--- config.mk ---
export PLATFORM = sky130hd
export DESIGN_NAME = lsq_unit
export DESIGN_NICKNAME = d
export VERILOG_FILES = /design/src/rtl/lsq_unit.sv
export SDC_FILE = /design/constraint.sdc
export NUM_CORES = 1
export LEC_CHECK = 0
export CAP_MARGIN = 20
export CORE_MARGIN = 3
export CORE_UTILIZATION = 39
export CTS_CLUSTER_SIZE = 28
export DETAILED_ROUTE_END_ITERATION = 16
export GPL_TIMING_DRIVEN = 0
export PLACE_DENSITY_LB_ADDON = 0.12
export SYNTH_ARGS = -nofsm -noshare
export SYNTH_HDL_FRONTEND = slang
export SYNTH_SLANG_ARGS = --single-unit
--- constraint.sdc ---
create_clock -name clock -period 7.4 [get_ports clock]
set_input_delay 1.48 -clock clock [delete_from_list [all_inputs] [get_ports clock]]
set_output_delay 1.48 -clock clock [all_outputs]
set_load 0.03 [all_outputs]
--- src/rtl/lsq_unit.sv ---
// Load/store unit: an in-order issue queue feeding a single-outstanding data-cache
// access FSM, with byte-lane alignment, misalignment exceptions and flush.
package lsq_pkg;
  typedef enum logic [1:0] {LS_BYTE = 2'd0, LS_HALF = 2'd1, LS_WORD = 2'd2} ls_op_t;

  typedef struct packed {
    logic        load_inst;
    logic        store_inst;
    logic [31:0] imm;
    logic        imm_valid;
    ls_op_t      ls_op;
    logic        ls_sext;
    logic [4:0]  dest_reg;
    logic        dest_reg_valid;
    logic [31:0] pc;
  } dec_inst_t;

  typedef struct packed {
    logic [31:0] result_lo;
    logic [4:0]  dest_reg;
    logic        dest_reg_valid;
  } rob_entry_t;
endpackage

module lsq_unit
  import lsq_pkg::*;
#(
  parameter int ROB_DEPTHLOG2 = 4,
  parameter int LSQ_DEPTHLOG2 = 2
) (
  input  logic                     clock,
  input  logic                     reset_n,
  input  dec_inst_t                inst,
  input  logic                     inst_valid,
  input  logic [31:0]              A,
  input  logic [31:0]              B,
  input  logic [ROB_DEPTHLOG2-1:0] rob_slot,
  input  logic                     flush,
  output logic                     ready,
  output logic                     rob_data_valid,
  output logic [ROB_DEPTHLOG2-1:0] rob_data_idx,
  output rob_entry_t               rob_data,
  output logic                     rob_data_exc,
  output logic                     cache_rd,
  output logic                     cache_wr,
  output logic [31:0]              cache_addr,
  output logic [31:0]              cache_wr_data,
  output logic [3:0]               cache_wr_be,
  input  logic [31:0]              cache_data,
  input  logic                     cache_waitrequest
);
  localparam int LSQ_DEPTH = 2 ** LSQ_DEPTHLOG2;
  localparam logic [LSQ_DEPTHLOG2:0] PTR_ONE = 1;

  typedef struct packed {
    logic [31:0]              addr;
    logic [31:0]              data;
    ls_op_t                   ls_op;
    logic                     ls_sext;
    logic                     load;
    logic                     store;
    logic [4:0]               dest_reg;
    logic                     dest_reg_valid;
    logic [31:0]              pc;
    logic [ROB_DEPTHLOG2-1:0] rob_slot;
  } entry_t;

  typedef enum logic {S_IDLE, S_ACCESS} state_t;

  function automatic logic misaligned(entry_t e);
    return (e.load | e.store) &&
           ((e.ls_op == LS_HALF && e.addr[0]) || (e.ls_op == LS_WORD && e.addr[1:0] != 2'b00));
  endfunction

  function automatic logic [31:0] lane_data(entry_t e);
    case (e.ls_op)
      LS_BYTE: return {4{e.data[7:0]}};
      LS_HALF: return {2{e.data[15:0]}};
      default: return e.data;
    endcase
  endfunction

  function automatic logic [3:0] lane_be(entry_t e);
    case (e.ls_op)
      LS_BYTE: return 4'b0001 << e.addr[1:0];
      LS_HALF: return e.addr[1] ? 4'b1100 : 4'b0011;
      default: return 4'b1111;
    endcase
  endfunction

  function automatic logic [31:0] load_value(entry_t e, logic [31:0] raw);
    logic [31:0] s;
    s = raw >> {e.addr[1:0], 3'b000};
    case (e.ls_op)
      LS_BYTE: return e.ls_sext ? {{24{s[7]}}, s[7:0]} : {24'b0, s[7:0]};
      LS_HALF: return e.ls_sext ? {{16{s[15]}}, s[15:0]} : {16'b0, s[15:0]};
      default: return s;
    endcase
  endfunction

  entry_t                   mem_q [LSQ_DEPTH];
  entry_t                   new_e, head_e, next_e, start_e, wb_e;
  state_t                   state_q, state_d;
  logic [LSQ_DEPTHLOG2:0]   head_q, head_d, tail_q, tail_d, head_next;
  logic                     flushed_q, flushed_d;
  logic                     cache_rd_q, cache_rd_d, cache_wr_q, cache_wr_d;
  logic [31:0]              cache_addr_q, cache_addr_d, cache_wr_data_q, cache_wr_data_d;
  logic [3:0]               cache_wr_be_q, cache_wr_be_d;
  logic                     rob_data_valid_q, rob_data_valid_d, rob_data_exc_q, rob_data_exc_d;
  logic [ROB_DEPTHLOG2-1:0] rob_data_idx_q, rob_data_idx_d;
  rob_entry_t               rob_data_q, rob_data_d;
  logic                     empty, full, accept, start_req, wb_req, wb_exc;
  logic [31:0]              wb_result;

  assign empty     = (head_q == tail_q);
  assign full      = (head_q[LSQ_DEPTHLOG2-1:0] == tail_q[LSQ_DEPTHLOG2-1:0]) &&
                     (head_q[LSQ_DEPTHLOG2] != tail_q[LSQ_DEPTHLOG2]);
  assign ready     = ~full;
  assign accept    = inst_valid & ready & ~flush;
  assign head_next = head_q + PTR_ONE;
  assign head_e    = mem_q[head_q[LSQ_DEPTHLOG2-1:0]];
  assign next_e    = mem_q[head_next[LSQ_DEPTHLOG2-1:0]];

  always_comb begin
    new_e                = '0;
    new_e.addr           = A + (inst.imm_valid ? inst.imm : 32'd0);
    new_e.data           = B;
    new_e.ls_op          = inst.ls_op;
    new_e.ls_sext        = inst.ls_sext;
    new_e.load           = inst.load_inst;
    new_e.store          = inst.store_inst;
    new_e.dest_reg       = inst.dest_reg;
    new_e.dest_reg_valid = inst.dest_reg_valid;
    new_e.pc             = inst.pc;
    new_e.rob_slot       = rob_slot;
  end

  // NOTE: queue storage is written only on accept and never reset; the head/tail
  // pointers alone define which entries are live, so stale contents are harmless.
  always_ff @(posedge clock) begin
    if (accept) mem_q[tail_q[LSQ_DEPTHLOG2-1:0]] <= new_e;
  end

  // NOTE: every *_d gets a default before any branch so no path infers a latch.
  always_comb begin
    head_d           = head_q;
    tail_d           = tail_q;
    state_d          = state_q;
    flushed_d        = flushed_q;
    cache_rd_d       = cache_rd_q;
    cache_wr_d       = cache_wr_q;
    cache_addr_d     = cache_addr_q;
    cache_wr_data_d  = cache_wr_data_q;
    cache_wr_be_d    = cache_wr_be_q;
    rob_data_valid_d = 1'b0;
    rob_data_idx_d   = rob_data_idx_q;
    rob_data_d       = rob_data_q;
    rob_data_exc_d   = rob_data_exc_q;
    start_req        = 1'b0;
    start_e          = head_e;
    wb_req           = 1'b0;
    wb_e             = head_e;
    wb_exc           = 1'b0;
    wb_result        = '0;

    unique case (state_q)
      S_IDLE: begin
        if (!empty && !flush) begin
          if ((head_e.load | head_e.store) && !misaligned(head_e)) begin
            start_req = 1'b1;
            state_d   = S_ACCESS;
          end else begin
            // Misaligned or non-memory ops retire straight from the queue.
            head_d    = head_next;
            wb_req    = 1'b1;
            wb_exc    = misaligned(head_e);
            wb_result = wb_exc ? head_e.addr : 32'd0;
          end
        end
      end
      S_ACCESS: begin
        if (flush) flushed_d = 1'b1;
        if (!cache_waitrequest) begin
          cache_rd_d = 1'b0;
          cache_wr_d = 1'b0;
          state_d    = S_IDLE;
          flushed_d  = 1'b0;
          // A flushed access already gave up its slot when tail was pulled back to head.
          if (!flush && !flushed_q) begin
            head_d    = head_next;
            wb_req    = 1'b1;
            wb_result = head_e.load ? load_value(head_e, cache_data) : 32'd0;
            if (head_next != tail_q && (next_e.load | next_e.store) && !misaligned(next_e)) begin
              start_req = 1'b1;
              start_e   = next_e;
              state_d   = S_ACCESS;
            end
          end
        end
      end
      default: state_d = S_IDLE;
    endcase

    if (start_req) begin
      cache_rd_d      = start_e.load;
      cache_wr_d      = start_e.store;
      cache_addr_d    = {start_e.addr[31:2], 2'b00};
      cache_wr_data_d = start_e.store ? lane_data(start_e) : 32'd0;
      cache_wr_be_d   = start_e.store ? lane_be(start_e) : 4'b0000;
    end

    if (wb_req) begin
      rob_data_valid_d          = 1'b1;
      rob_data_idx_d            = wb_e.rob_slot;
      rob_data_exc_d            = wb_exc;
      rob_data_d.result_lo      = wb_result;
      rob_data_d.dest_reg       = wb_e.dest_reg;
      rob_data_d.dest_reg_valid = wb_e.dest_reg_valid & ~wb_e.store;
    end

    if (flush)       tail_d = head_q;
    else if (accept) tail_d = tail_q + PTR_ONE;
  end

  // NOTE: sequential state uses non-blocking assignment only; the comb block above
  // uses blocking assignment so later lines see earlier defaults.
  always_ff @(posedge clock or negedge reset_n) begin
    if (!reset_n) begin
      state_q          <= S_IDLE;
      head_q           <= '0;
      tail_q           <= '0;
      flushed_q        <= 1'b0;
      cache_rd_q       <= 1'b0;
      cache_wr_q       <= 1'b0;
      cache_addr_q     <= '0;
      cache_wr_data_q  <= '0;
      cache_wr_be_q    <= '0;
      rob_data_valid_q <= 1'b0;
      rob_data_idx_q   <= '0;
      rob_data_q       <= '0;
      rob_data_exc_q   <= 1'b0;
    end else begin
      state_q          <= state_d;
      head_q           <= head_d;
      tail_q           <= tail_d;
      flushed_q        <= flushed_d;
      cache_rd_q       <= cache_rd_d;
      cache_wr_q       <= cache_wr_d;
      cache_addr_q     <= cache_addr_d;
      cache_wr_data_q  <= cache_wr_data_d;
      cache_wr_be_q    <= cache_wr_be_d;
      rob_data_valid_q <= rob_data_valid_d;
      rob_data_idx_q   <= rob_data_idx_d;
      rob_data_q       <= rob_data_d;
      rob_data_exc_q   <= rob_data_exc_d;
    end
  end

  assign cache_rd       = cache_rd_q;
  assign cache_wr       = cache_wr_q;
  assign cache_addr     = cache_addr_q;
  assign cache_wr_data  = cache_wr_data_q;
  assign cache_wr_be    = cache_wr_be_q;
  assign rob_data_valid = rob_data_valid_q;
  assign rob_data_idx   = rob_data_idx_q;
  assign rob_data       = rob_data_q;
  assign rob_data_exc   = rob_data_exc_q;
endmodule
### After elaboration in Yosys (flattened, before gate mapping)

Memories as Yosys holds them, arrays and structs flattened.
Cells that the tools add are included.

* register bits after elaboration: 120
* bits in writable memories: 444
* memories: 1
* output and inout port bits: 115
* input port bits: 181
* logic and storage cells: 125

* multiplexer cells: 52
* add/subtract/negate cells: 3
* eq/ne operators: 15
* reductions and logical operators: 28
* bitwise gates (word level): 9
* shift operators: 2

Memory list
* mem_q: words 4, width 111, rd ports 2, clocked after Yosys merged registers in 0, write ports 1, line 101 `entry_t mem_q [LSQ_DEPTH];`

Operator list (number)
* 111-bit 2-to-1 mux: 4
* 32-bit 2-to-1 mux: 10
* 32-bit case mux with 2 select lines: 3
* 32-bit adder: 1
* 32-bit by 5-bit right shift with 32-bit output: 1
* 1-bit 2-to-1 mux: 22
* 3-bit 2-to-1 mux: 6
* 1-bit logical AND: 12
* 4-bit 2-to-1 mux: 2
* 2-bit inequality test, second input constant: 4
* 4-bit case mux with 2 select lines: 1
* 2-bit nonzero test: 4
* 3-bit by 1-bit adder with 3-bit output, second input constant: 2
* 2-bit by 1-bit equality test with 1-bit output, second input constant: 3
* 1-bit case mux with 2 select lines: 3
* 3-bit case mux with 2 select lines: 1
* 1-bit zero test: 5
* 2-bit equality test, second input constant: 2
* 2-bit zero test: 2
* 2-bit by 1-bit inequality test with 1-bit output, second input constant: 2
* 1-bit NOT: 4
* 2-bit AND reduction: 2
* 4-bit AND reduction: 1
* 1-bit by 2-bit << shifter with 4-bit output, first input constant: 1
* other kinds (7): 11

### Logic depth before layout (Yosys ltp)

An unclocked memory read counts as a cell.

* depth in word-level cells: 15
* gate-level depth with buffers: 13
* depth with buffers taken out: 12

### Worst setup path after synthesis

OpenSTA, ideal clock, no wires.

* path kind: input to register
* start: input port inst[41] (netlist bit)
* end: memory mem_q[0][100] (netlist bit) (data pin)
* path buffers: 1
* data arrival time: 3.997 ns
* data required time: 7.128 ns
* cell stages on the path: 12
* library setup time: 0.272 ns
* setup slack: 3.131 ns
* cell sequence: clkbuf_1 > nand2_1 > inv_1 > ha_1 > a211oi_1 > o21bai_1 > o311a_1 > a221o_1 > o21ai_0 > a21boi_0 > or2_2 > o311ai_0

RTL lines
* start: declaration: line 33 `input dec_inst_t inst,`
* end: declaration: line 101

==> results.md <==
- Topmost layer with routed signal wires: met5
- IO buf count: 261
- WP data required: 7.62 ns
- Number of warning messages in the yosys log: 0
- Gpl congestion: 0.890
- Clock root buffer: clkbuf_16
- Floorplan row count: 84
- Area of the multi-input gates: 8150 um2
- Clock transition at path regs: 0.06 ns
- Count of flip-flops with a built-in enable after synthesis: 316
- Area post-placement: 24,800 um2
- Power per standard cell area: 424 nW/um2
- Total die area: 57,100 um2
- Vias in the first global route: 14,261
- Seq. cell area: 12,500 um2
- Deepest level of the CTS H-tree: 2
- Clock tree from TritonCTS: yes
- Result of the run: finished clean
- Remaining number of nets flagged by the antenna check after routing: 0
- Kind of cell with the highest combined delay on the critical path: compound AO/OA/AOI/OAI gates
- Worst setup EP type: flip-flop
- Hold Path Stages: 2
- Cell with the largest stage delay on the worst path: o311ai_0
- Initial Utilization: 0.399
- Average routed wire per standard cell: 26.2 um
- Number of buffers created by CTS: 46
- RSZ-0062 raised after global routing: no
- Leading cell types in the layout, fill and taps excluded: 316 x edfxtp_1, 260 x clkdlybuf4s50_1, 147 x mux4_2
- Startpoint of the most critical register-to-register path: head_q[1]
- Final-stage net count: 1,914
- Placed wire-length estimate: 45,700 um
- Summed area of non-filler cells in the final layout: 26,300 um2
- Setup violators final: 0
- Worst slew margin relative to its limit: 0.209
- Peak clock frequency supported by timing: 0.175 GHz
- Final total power: 11,200 uW
- Initial drt markers: 1,140
- Worst hold path endpoint: cache_wr_data[25]
- Cell chain of the critical path: clkdlybuf4s50_1 -> clkbuf_1 -> nand2_1 -> inv_1 -> ha_1 -> a211oi_1 -> o21bai_1 -> o311a_1 -> a221o_1 -> o21ba_2 -> o21ai_0 -> nand2_1 -> o311ai_0
- Arrival @ worst endpoint: 5.92 ns
- Leading cell type in the layout, fill and taps excluded: edfxtp_1
- Number of slew-limit violations in the final report: 0
- Synthesis-stage register bit count: 436
- Initial antenna violation count: 3
- Async set-or-reset flop fraction in the synthesized netlist: 0.275
- Slew @ Worst Pin: 1.17 ns
- Area growth from synthesis to final layout: 24.4%
- # Max-Cap Violations: 0
- Fraction of layout cells with a size suffix above 1: 0.187
- Worst min-delay path category: reg -> reg
- # IOs: 296
- Total iterations of the first detailed-routing run: 5
- Startpoint of the most critical hold path: cache_wr_data[25]
- Vert. Die Dim: 239 um
- Routed Wire Length: 63,400 um
- Worst VDD drop: 0.000205 V
- Most used cell along the critical path: nand2_1
- Detailed-route vias per instance: 5.76
- Post_cts resized: 0
- Hold Buf Count CTS: 0
- Cell area after synthesis: 21,200 um2
- Final worst-path cycle share: 0.770
- R2R Path End: cache_wr_data[16]
- Insertion delay of the later-clocked pin in the worst-skew pair: 0.59 ns
- Classification of the worst setup path: in -> reg
- Setup skew after layout: 0.0338 ns
- Drt drc: 0
- Worst setup SP type: input port
- Unique masters post-synth: 72
- Clock period minus final worst setup slack: 5.70 ns
- Buffers & Inverters on Critical Path: 3
- Largest fanout on the critical path: 10
- Met2 wire len: 30,700 um
- Floorplan core area: 53,100 um2
- Die Width: 239 um
- Leak: 0.00952 uW
- Fill cell total of the finished layout: 4,561
- Number of failing hold endpoints at the final stage: 0
- Peak per-stage delay on the critical path: 0.96 ns
- Pin count of the biggest net entering global routing: 70
- Primary flip-flop cell chosen by synthesis mapping: edfxtp_1
- Post-CTS Setup Inserts: 0
- Synth Instances: 1,380
- Global-route wire length before repair: 93,600 um
- Worst hold slack across all endpoints: 0.481 ns
- Syn_area_per_cell: 15.3 um2
- Global routing usage summed across all routing layers: 0.223
- Bufs on Longest Clock Path: 3
- Detailed-routing wirelength on met1: 27,100 um
- Sum of overflow across all layers after global routing: 0
- Met3 layer wire length in the routed design: 4250 um
- Number of clock sinks seen by CTS: 436
- Sequential-to-total area share from yosys stat: 0.590
- Number of vias in the routed layout: 13,947
- Flop-to-flop setup slack: 3.72 ns
- Depth of the worst register-to-register path: 9
==> worst max path at each step <==
stage	end	startpoint	cells after the start
floorplan	mem_q[0][100]	inst[41]	12
global placement	cache_addr[8]	reset_n	1
detailed placement	mem_q[3][106]	inst[41]	13
CTS	mem_q[3][106]	inst[41]	13
global route	mem_q[3][106]	inst[41]	13
finish	mem_q[0][106]	inst[41]	13
==> cell type report <==
cell class                      count  area share
Inverter                           22     0.00314
Antenna cell                        1   0.0000951
Multi-Input combinational cell    839       0.310
Timing Repair Buffer              267       0.106
Sequential cell                   436       0.475
Buffer                             84      0.0169
Clock inverter                     23     0.00889
Tap cell                          688      0.0327
Clock buffer                       63      0.0482
==> registers in the layout, indices dropped and copies added, names as in the netlist <==
register	count
cache_addr	30
cache_rd	1
cache_wr	1
cache_wr_be	4
cache_wr_data	32
flushed_q	1
head_q	3
mem_q	316
rob_data	38
rob_data_exc	1
rob_data_idx	4
rob_data_valid	1
state_q	1
tail_q	3
==> where the power goes <==
part           switching (uW)  internal, uW
sequential                284          3170
combinational            3000          2390
clock                     966          1350
total                    4250          6910
==> metal layers <==
metal / vias up / track usage
met2: 515 / 0.371
met3: 88 / 0.0438
li1: 6142 / -
met5: - / 0
met1: 7198 / 0.305
met4: 4 / 0.0533
==> synthesized netlist by cell type, drive strengths merged, types with 20 or more instances <==
master	count	area [um2]
nor2	73	277
mux2	36	439
o21ai	73	369
dfrtp	120	3000
a221o	34	340
buf	56	339
mux2i	30	313
a211oi	20	150
edfxtp	316	9490
and2	36	225
mux4	147	3310
nand2	72	270
a21oi	53	277
o22ai	21	131
ha	36	450
xnor2	24	210
inv	22	82.6
nor2b	32	200
clkbuf	28	105
==> per-stage QoR <==
stage,util,worst slack (ns),instances,setup TNS [ns]
after CTS,0.496,1.73,2422,0
after global placement,0.464,-0.645,2330,-75.52
after detailed placement,0.467,1.10,2336,0
after global routing,0.496,1.48,2422,0
final,0.496,1.70,2423,0
after floorplan,-,3.13,1381,0
==> worst reg2reg max path, delay by kind of cell (launching register included) <==
| family | cells | cell delay [ns] |
|---|---|---|
| flip-flops | 1 | 0.46 |
| AO/OA/AOI/OAI | 2 | 0.32 |
| adder cells (fa/ha/maj) | 1 | 0.31 |
| buffers and inverters | 4 | 1.55 |
| multiplexers | 2 | 0.88 |
==> logic make-up (layout without fill, tap and decap cells) <==
| group | Yosys count | in the layout | synth area share |
|---|---|---|---|
| AO/OA/AOI/OAI | 298 | 298 | 0.0975 |
| XOR/XNOR | 34 | 34 | 0.0141 |
| adder cells (fa/ha/maj) | 37 | 37 | 0.0222 |
| buffers and inverters | 106 | 459 | 0.0249 |
| flip-flops | 436 | 436 | 0.590 |
| multiplexers | 213 | 213 | 0.192 |
| other | 1 | 3 | 0.000177 |
| AND/OR/NAND/NOR | 255 | 255 | 0.0586 |
(Power assumes the default switching activity.)
